<file path="src/rtl/hazard_scheduler_pkg.sv">
// rtl/hazard_scheduler_pkg.sv - shared game encodings, FSM states, LFSR constants and pattern helpers
package hazard_scheduler_pkg;

    localparam int CELLS = 9;

    localparam logic [1:0] GS_INIT   = 2'b00;
    localparam logic [1:0] GS_PLAY   = 2'b01;
    localparam logic [1:0] GS_FINISH = 2'b10;

    typedef enum logic [1:0] {
        IDLE = 2'd0,
        WARN = 2'd1,
        FIRE = 2'd2,
        GAP  = 2'd3
    } hz_state_t;

    // x^9 + x^5 + 1: feedback from bits 8 and 4
    localparam logic [8:0] LFSR_TAPS     = 9'h110;
    localparam logic [8:0] LFSR_ALL_ONES = 9'h1FF;
    localparam logic [8:0] SAFE_CELL     = 9'h010;

    // An all-burning board would be unwinnable, so cell 4 is always kept safe then
    function automatic logic [8:0] sanitize_pattern(input logic [8:0] v);
        if (v == LFSR_ALL_ONES) return v & ~SAFE_CELL;
        if (v == 9'h000) return 9'h001;
        return v;
    endfunction

    // First clear pattern cell at or above rnd mod 9, wrapping round the board
    function automatic logic [8:0] gold_pick(input logic [8:0] pat, input logic [3:0] rnd);
        logic [8:0] g;
        logic [3:0] idx;
        logic       found;
        g     = '0;
        found = 1'b0;
        for (int k = 0; k < CELLS; k++) begin
            idx = 4'((int'(rnd) + k) % CELLS);
            if (!found && !pat[idx]) begin
                g[idx] = 1'b1;
                found  = 1'b1;
            end
        end
        return g;
    endfunction

endpackage

</file>
<file path="src/rtl/hazard_lfsr.sv">
// rtl/hazard_lfsr.sv - free-running 9-bit Fibonacci LFSR with sanitised hazard pattern
module hazard_lfsr
    import hazard_scheduler_pkg::*;
#(
    parameter logic [8:0] SEED = 9'h1A5
) (
    input  logic       clk,
    input  logic       rst,
    output logic [8:0] pattern,
    output logic [3:0] rnd
);

    logic [8:0] lfsr;

    // Shift every clock regardless of game state so rounds are not replayable
    always_ff @(posedge clk) begin
        if (!rst) begin
            lfsr <= SEED;
        end else begin
            lfsr <= {lfsr[7:0], ^(lfsr & LFSR_TAPS)};
        end
    end

    assign pattern = sanitize_pattern(lfsr);
    assign rnd     = lfsr[3:0];

endmodule

</file>
<file path="src/rtl/hazard_scheduler.sv">
// rtl/hazard_scheduler.sv - warn/fire/gap hazard round scheduler; HAZARD_GOLD_EN adds gold pickup
module hazard_scheduler
    import hazard_scheduler_pkg::*;
#(
    parameter int         WARN_TICKS = 3,
    parameter int         FIRE_TICKS = 2,
    parameter int         GAP_TICKS  = 1,
    parameter logic [8:0] LFSR_SEED  = 9'h1A5
) (
    input  logic       clk,
    input  logic       rst,
    input  logic       tick,
    input  logic [1:0] game_state,
    input  logic [8:0] box,
    output logic [8:0] warning_state,
    output logic [8:0] fire_state,
    output logic [8:0] gold_state,
    output logic       hit,
    output logic       collect
);

    localparam logic [7:0] WARN_LAST = 8'(WARN_TICKS - 1);
    localparam logic [7:0] FIRE_LAST = 8'(FIRE_TICKS - 1);
    localparam logic [7:0] GAP_LAST  = 8'(GAP_TICKS - 1);

    hz_state_t  state, state_d;
    logic [7:0] cnt, cnt_d;
    logic [8:0] pat_q, pat_d;
    logic       latch;
    logic       hit_done, hit_done_d, hit_d;
    logic [8:0] warn_d, fire_d;
    logic [8:0] pattern;
    logic [3:0] rnd;

    hazard_lfsr #(.SEED(LFSR_SEED)) u_lfsr (
        .clk     (clk),
        .rst     (rst),
        .pattern (pattern),
        .rnd     (rnd)
    );

    // Next state; the counter starts at 0 on entry and only counts ticks seen inside the state
    always_comb begin
        state_d = state;
        cnt_d   = cnt;
        latch   = 1'b0;
        if (game_state != GS_PLAY) begin
            state_d = IDLE;
            cnt_d   = '0;
        end else begin
            case (state)
                IDLE: latch = 1'b1;
                WARN: if (tick) begin
                    if (cnt == WARN_LAST) begin
                        state_d = FIRE;
                        cnt_d   = '0;
                    end else begin
                        cnt_d = cnt + 8'd1;
                    end
                end
                FIRE: if (tick) begin
                    if (cnt == FIRE_LAST) begin
                        state_d = GAP;
                        cnt_d   = '0;
                    end else begin
                        cnt_d = cnt + 8'd1;
                    end
                end
                GAP: if (tick) begin
                    if (cnt == GAP_LAST) begin
                        latch = 1'b1;
                    end else begin
                        cnt_d = cnt + 8'd1;
                    end
                end
                default: state_d = IDLE;
            endcase
            if (latch) begin
                state_d = WARN;
                cnt_d   = '0;
            end
        end
        pat_d      = latch ? pattern : pat_q;
        hit_d      = (game_state == GS_PLAY) && (state == FIRE) && !hit_done && (|(box & fire_state));
        hit_done_d = (state_d == FIRE) && (hit_done || hit_d);
        warn_d     = (state_d == WARN) ? pat_d : 9'h000;
        fire_d     = (state_d == FIRE) ? pat_d : 9'h000;
    end

    // State and registered hazard outputs, aligned with the state they describe
    always_ff @(posedge clk) begin
        if (!rst) begin
            state         <= IDLE;
            cnt           <= '0;
            pat_q         <= '0;
            hit_done      <= 1'b0;
            warning_state <= '0;
            fire_state    <= '0;
            hit           <= 1'b0;
        end else begin
            state         <= state_d;
            cnt           <= cnt_d;
            pat_q         <= pat_d;
            hit_done      <= hit_done_d;
            warning_state <= warn_d;
            fire_state    <= fire_d;
            hit           <= hit_d;
        end
    end

`ifdef HAZARD_GOLD_EN
    logic [8:0] gold_d;
    logic       collect_d;

    // Gold is placed on a safe cell at each latch and removed when the player steps on it
    always_comb begin
        collect_d = (game_state == GS_PLAY) && (|(box & gold_state));
        gold_d    = gold_state;
        if (collect_d) gold_d = '0;
        if (latch) gold_d = gold_pick(pattern, rnd);
        if (game_state != GS_PLAY) gold_d = '0;
    end

    // Gold output registers
    always_ff @(posedge clk) begin
        if (!rst) begin
            gold_state <= '0;
            collect    <= 1'b0;
        end else begin
            gold_state <= gold_d;
            collect    <= collect_d;
        end
    end
`else
    logic unused_rnd;
    assign unused_rnd = ^rnd;
    assign gold_state = '0;
    assign collect    = 1'b0;
`endif

endmodule
</file>
<file path="config.mk">
export PLATFORM = sky130hd
export DESIGN_NAME = hazard_scheduler
export DESIGN_NICKNAME = d
export VERILOG_FILES = /design/src/rtl/hazard_scheduler_pkg.sv /design/src/rtl/hazard_lfsr.sv /design/src/rtl/hazard_scheduler.sv
export SDC_FILE = /design/constraint.sdc
export NUM_CORES = 1
export LEC_CHECK = 0
export CORE_ASPECT_RATIO = 1.4
export CORE_MARGIN = 8
export CORE_UTILIZATION = 36
export CTS_BUF_LIST = sky130_fd_sc_hd__clkbuf_8
export CTS_CLUSTER_SIZE = 12
export DETAILED_ROUTE_END_ITERATION = 7
export HOLD_SLACK_MARGIN = 0.12
export PLACE_DENSITY = 0.71
export SLEW_MARGIN = 5
export SYNTH_ARGS = -nofsm -noshare
export SYNTH_HDL_FRONTEND = slang
export SYNTH_HIERARCHICAL = 1
export SYNTH_SLANG_ARGS = --single-unit
</file>
<file path="constraint.sdc">
create_clock -name clk -period 7.47 [get_ports clk]
set_clock_uncertainty 0.2 [all_clocks]
set_input_delay 1.494 -clock clk [delete_from_list [all_inputs] [get_ports clk]]
set_output_delay 1.494 -clock clk [all_outputs]
set_load 0.1 [all_outputs]
</file>
==> impl_metrics.json, run 1 <==
{
  "core-area_um2": 5485,
  "vias_per_cell": 4.942,
  "cts_root_buffer": "clkbuf_8",
  "r2r_start": "state[0]",
  "reg2reg_to": "warning_state[1]",
  "dr_total_vias": 1537,
  "row_count": 32,
  "grt_use_total_pct": 10.67,
  "leakagePower_nw": 0.8858,
  "register_area_um2": 960.9,
  "cts_max_level": 2,
  "worst_slew_pin_slew_ns": 0.9907,
  "setup_violations": 0,
  "rsz0062_at_grt": "no",
  "multi_input_area_um2": 967.2,
  "critical_path_class": "input pin to flop",
  "ant_nets": 0,
  "ioPinCount": 43,
  "status": "completed",
  "drv_cap": 0,
  "finalNetCount": 266,
  "numCtsBuffers": 5,
  "min_path_type": "flop to flop",
  "rrSetupSlack_ns": 4.60,
  "start_util_pct": 36.98,
  "synthesis.yosys.warnings": 6,
  "first_iter_violations": 69,
  "die_h_um": 104.8,
  "wirelength_mm": 4.300,
  "routedWlPerCell_um": 13.83,
  "p_per_area_nw_per_um2": 210.0,
  "cp-endpoint": "warning_state[1]",
  "grt_pass1_wl_mm": 7.210,
  "cts_sinks": 48,
  "postSynthAreaPerCell_um2": 9.522,
  "grt_start_max_net_pins": 17,
  "fill_cells": 520,
  "hpwl_mm": 3.228,
  "clk_pin_slew_ns": 0.09,
  "fmax_mhz": 254.9,
  "slew_violations": 0,
  "layout_min_cycle_time_ns": 3.923,
  "hold_viol_final": 0,
  "grt-ovfl-total": 0,
  "tns_ns": 0,
  "syn_area_um2": 2028,
  "dr.pass1.iters": 4,
  "crit_path_start": "game_state[0]",
  "fin_crit_sh_pct": 52.52,
  "start_kind": "input pin",
  "whs_ns": 0.2899,
  "area_delta_synth_final_pct": 21.72,
  "grt_pass1_vias": 1585,
  "drive_gt1_share_pct": 6.584,
  "die_w_um": 79.44,
  "max-slew-margin-rel_pct": 33.75,
  "r2r_cells": 6,
  "synthCells": 213,
  "crit_required_ns": 7.51,
  "diodes": 0,
  "port_buffers": 32,
  "vdd_drop_max_v": 0.0001221,
  "drc": 0,
  "antenna_found_initial": 0,
  "cts_tree": "built",
  "cts_hold_buf": 0,
  "cts_setup_buffers": 0,
  "worstPathMaxFanout": 12,
  "crit_arrival_ns": 3.96,
  "die-area_um2": 8326,
  "end_kind": "flop",
  "clk_latency_ns": 0.30,
  "cts_resized": 0,
  "gp_congestion": 0.8334,
  "ctsLongestPathBuffers": 2
}
-- metrics by stage --
step	util (%)	instances	power [W]	area, um2	setup WS, ns
floorplan	-	222	0.0003235	2062	4.394
global placement	42.88	303	0.0003330	2352	3.321
detailed placement	42.88	303	0.0003336	2352	3.199
CTS	45.00	311	0.0005235	2469	3.540
global route	45.00	311	0.0005344	2469	3.286
finish	45.00	311	0.0005183	2469	3.547
-- cells in the final DEF, fill, tap and decap left out, types with 2 or more instances in the layout --
master,instances
a21o_1,2
a21oi_1,2
and2_1,6
and3_1,2
clkbuf_8,5
clkdlybuf4s50_1,32
clkinv_4,2
conb_1,10
dfxtp_1,48
ha_1,10
inv_1,4
mux2i_1,10
nand2_1,9
nand2b_1,6
nand3_1,6
nand4_1,4
nor2_1,41
nor3_1,4
nor4_1,4
o211ai_1,2
o21ai_0,2
xnor2_1,7
-- worst min-delay path by stage --
stage | slack [ns] | start | endpoint | depth (start not counted)
floorplan | 0.24 | hit_done | hit_done | 2
global route | 0.34 | u_lfsr/lfsr[0] | u_lfsr/lfsr[1] | 1
CTS | 0.29 | hit_done | hit_done | 2
global placement | 0.25 | hit_done | hit_done | 2
detailed placement | 0.27 | hit_done | hit_done | 2
finish | 0.29 | hit_done | hit_done | 2
-- where the power goes --
group          internal (W)  switching [W]  total (W)  leakage [nW]
Sequential         0.000263     0.00000510   0.000268         0.391
Combinational     0.0000158      0.0000438  0.0000596         0.437
Clock              0.000101      0.0000899   0.000191        0.0583
-- critical path: stages --
cell and delay [ns]:
clkdlybuf4s50_1 0.47, nor2b_1 0.35, nor3b_2 0.86, o221ai_1 0.56
nor2_1 0.22
-- routing by layer --
metal | up-vias | GRT usage (%) | routed length (um)
met3 | 6 | 3.516 | 228
li1 | 767 | - | -
met4 | 0 | 3.856 | 53
met2 | 41 | 18.82 | 2226
met5 | - | 0 | 0
met1 | 723 | 11.28 | 1793
-- sequential cells by signal, indices dropped and copies added (netlist names) --
register       flops
hit                1
pat_q              9
warning_state      9
cnt                8
hit_done           1
u_lfsr/lfsr        9
fire_state         9
state              2
-- area by class of cell --
class	instances	share of cell area, %
Multi-Input combinational cell	150	39.18
Inverter	5	0.7603
Sequential cell	48	38.93
Clock inverter	3	1.926
Tap cell	68	3.447
Timing Repair Buffer	32	12.98
Clock buffer	5	2.788
Note: power is estimated with default switching activity, not from simulation.
==> run 2, diff against run 1 <==
PLACE_DENSITY = 0.73   (was 0.71)
clock period = 3.2 ns   (was 7.47 ns; I/O delays follow)
==> impl_metrics.json, run 2 (synthesis results as in run 1) <==
{
  "cts_sinks": 48,
  "grt-ovfl-total": 0,
  "die_h_um": 104.8,
  "finalNetCount": 270,
  "path_cells": "inv_1 > ha_1 > and4bb_2 > nand4_1 > and3_4 > or4_1 > nor2_1",
  "worst_slew_pin_slew_ns": 0.6254,
  "grt_start_max_net_pins": 17,
  "end_kind": "flop",
  "port_buffers": 32,
  "row_count": 32,
  "gp_congestion": 0.8064,
  "layout_min_cycle_time_ns": 2.698,
  "crit_arrival_ns": 2.73,
  "p_per_area_nw_per_um2": 519.2,
  "clk_pin_slew_ns": 0.08,
  "worstPathMaxFanout": 10,
  "routedWlPerCell_um": 13.37,
  "fin_crit_sh_pct": 84.32,
  "pwr-share-clk_pct": 40.3,
  "die_w_um": 79.44,
  "cts_hold_buf": 0,
  "cts_setup_buffers": 0,
  "numCtsBuffers": 5,
  "p_sw_w": 0.0003169,
  "fmax_mhz": 370.6,
  "antenna_found_initial": 0,
  "rrSetupSlack_ns": 0.50,
  "wirelength_mm": 4.211,
  "hold_viol_final": 0,
  "critical_path_class": "flop to flop",
  "core-area_um2": 5485,
  "finalWorstSetupSlack_ns": 0.5018,
  "tns_ns": 0,
  "cts_tree": "built",
  "max-slew-margin-rel_pct": 58.22,
  "rsz0062_at_grt": "no",
  "setup_violations": 0,
  "drive_gt1_share_pct": 15.79,
  "grt_pass1_vias": 1544,
  "min_path_type": "flop to flop",
  "crit_required_ns": 3.23,
  "p_seq_share_pct": 48.7,
  "first_iter_violations": 90,
  "grt_pass1_wl_mm": 7.134,
  "diodes": 0,
  "post-place-ws_ns": 0.3172,
  "start_kind": "flop",
  "ctsLongestPathBuffers": 2,
  "critPathTopFamily": "simple AND/OR/NAND/NOR gates",
  "die-area_um2": 8326,
  "ioPinCount": 43,
  "critPathBufInv": 1,
  "cts_max_level": 2,
  "vdd_drop_max_v": 0.0003008,
  "dp_cells": 307,
  "cpMaxStageDelayCell": "or4_1",
  "critical-path-max-stage-delay_ns": 0.71,
  "leakagePower_nw": 0.9537,
  "final_common_cell": "dfxtp_1",
  "grt_use_total_pct": 10.53,
  "status": "completed",
  "area_delta_synth_final_pct": 21.90,
  "comb_power_share_pct": 11.0,
  "drc": 0,
  "sw_frac_of_total_pct": 24.69,
  "hpwl_mm": 3.237,
  "cts_resized": 0,
  "start_util_pct": 36.98,
  "final_cells": 315,
  "dr_total_vias": 1533,
  "intPower_w": 0.0009666,
  "drv_cap": 0,
  "dr.pass1.iters": 4,
  "vias_per_cell": 4.867,
  "cts_root_buffer": "clkbuf_8",
  "final_cell_mix": "48 x dfxtp_1, 41 x nor2_1, 23 x buf_4",
  "ant_nets": 0,
  "slew_violations": 0,
  "clk_latency_ns": 0.30
}
[run 2: power groups by stage]
stage          Sequential (W)  Combinational [W]  Clock [W]
2_1_floorplan        0.000651           0.000104          0
3_3_place_gp         0.000639           0.000140          0
3_5_place_dp         0.000640           0.000141          0
4_1_cts              0.000626           0.000141   0.000529
5_1_grt              0.000629           0.000150   0.000558
6_report             0.000626           0.000141   0.000517
[run 2: stage by stage]
step                instance area [um2]  total power, W  hold WS, ns  util, %
finish                             2472        0.001284       0.3039    45.07
global route                       2472        0.001336       0.3365    45.07
detailed placement                 2335       0.0007802       0.2646    42.56
global placement                   2335       0.0007790       0.2507    42.56
floorplan                          2062       0.0007552       0.2410        -
CTS                                2472        0.001296       0.3044    45.07
[run 2: layout make-up]
| type | count | area, um2 |
|---|---|---|
| fillers | 520 | 3013 |
| multi-input cells | 150 | 967.2 |
| flip-flops and latches | 48 | 960.9 |
| repair buffers | 36 | 302.8 |
| well taps | 68 | 85.08 |
| clock buffers | 5 | 68.82 |
| clock inverters | 3 | 68.82 |
| inverters | 5 | 18.77 |
[run 2: per-layer routing]
metal  wire, um  global-route usage (%)  share of wire, %  vias to the layer above
li1           -                       -                 -                      765
met1       1764                   11.13                42                      725
met2       2155                   18.23                51                       36
met3        222                   3.087               5.3                        7
met4         68                   5.186               1.6                        0
met5          0                       0                 0                        -
[run 2: worst reg2reg max path, cell delays in order, from the launching register on]
cell	delay (ns)
dfxtp_1	0.41
inv_1	0.12
ha_1	0.42
and4bb_2	0.28
nand4_1	0.11
and3_4	0.21
or4_1	0.71
nor2_1	0.18
[run 2: worst paths after layout]
check / cells after the start / end / from
worst min register to register: 1 / u_lfsr/lfsr[1] / u_lfsr/lfsr[0]
worst min-delay path: 1 / u_lfsr/lfsr[1] / u_lfsr/lfsr[0]
worst max register to register: 7 / fire_state[1] / state[0]
worst max-delay path: 7 / fire_state[1] / state[0]
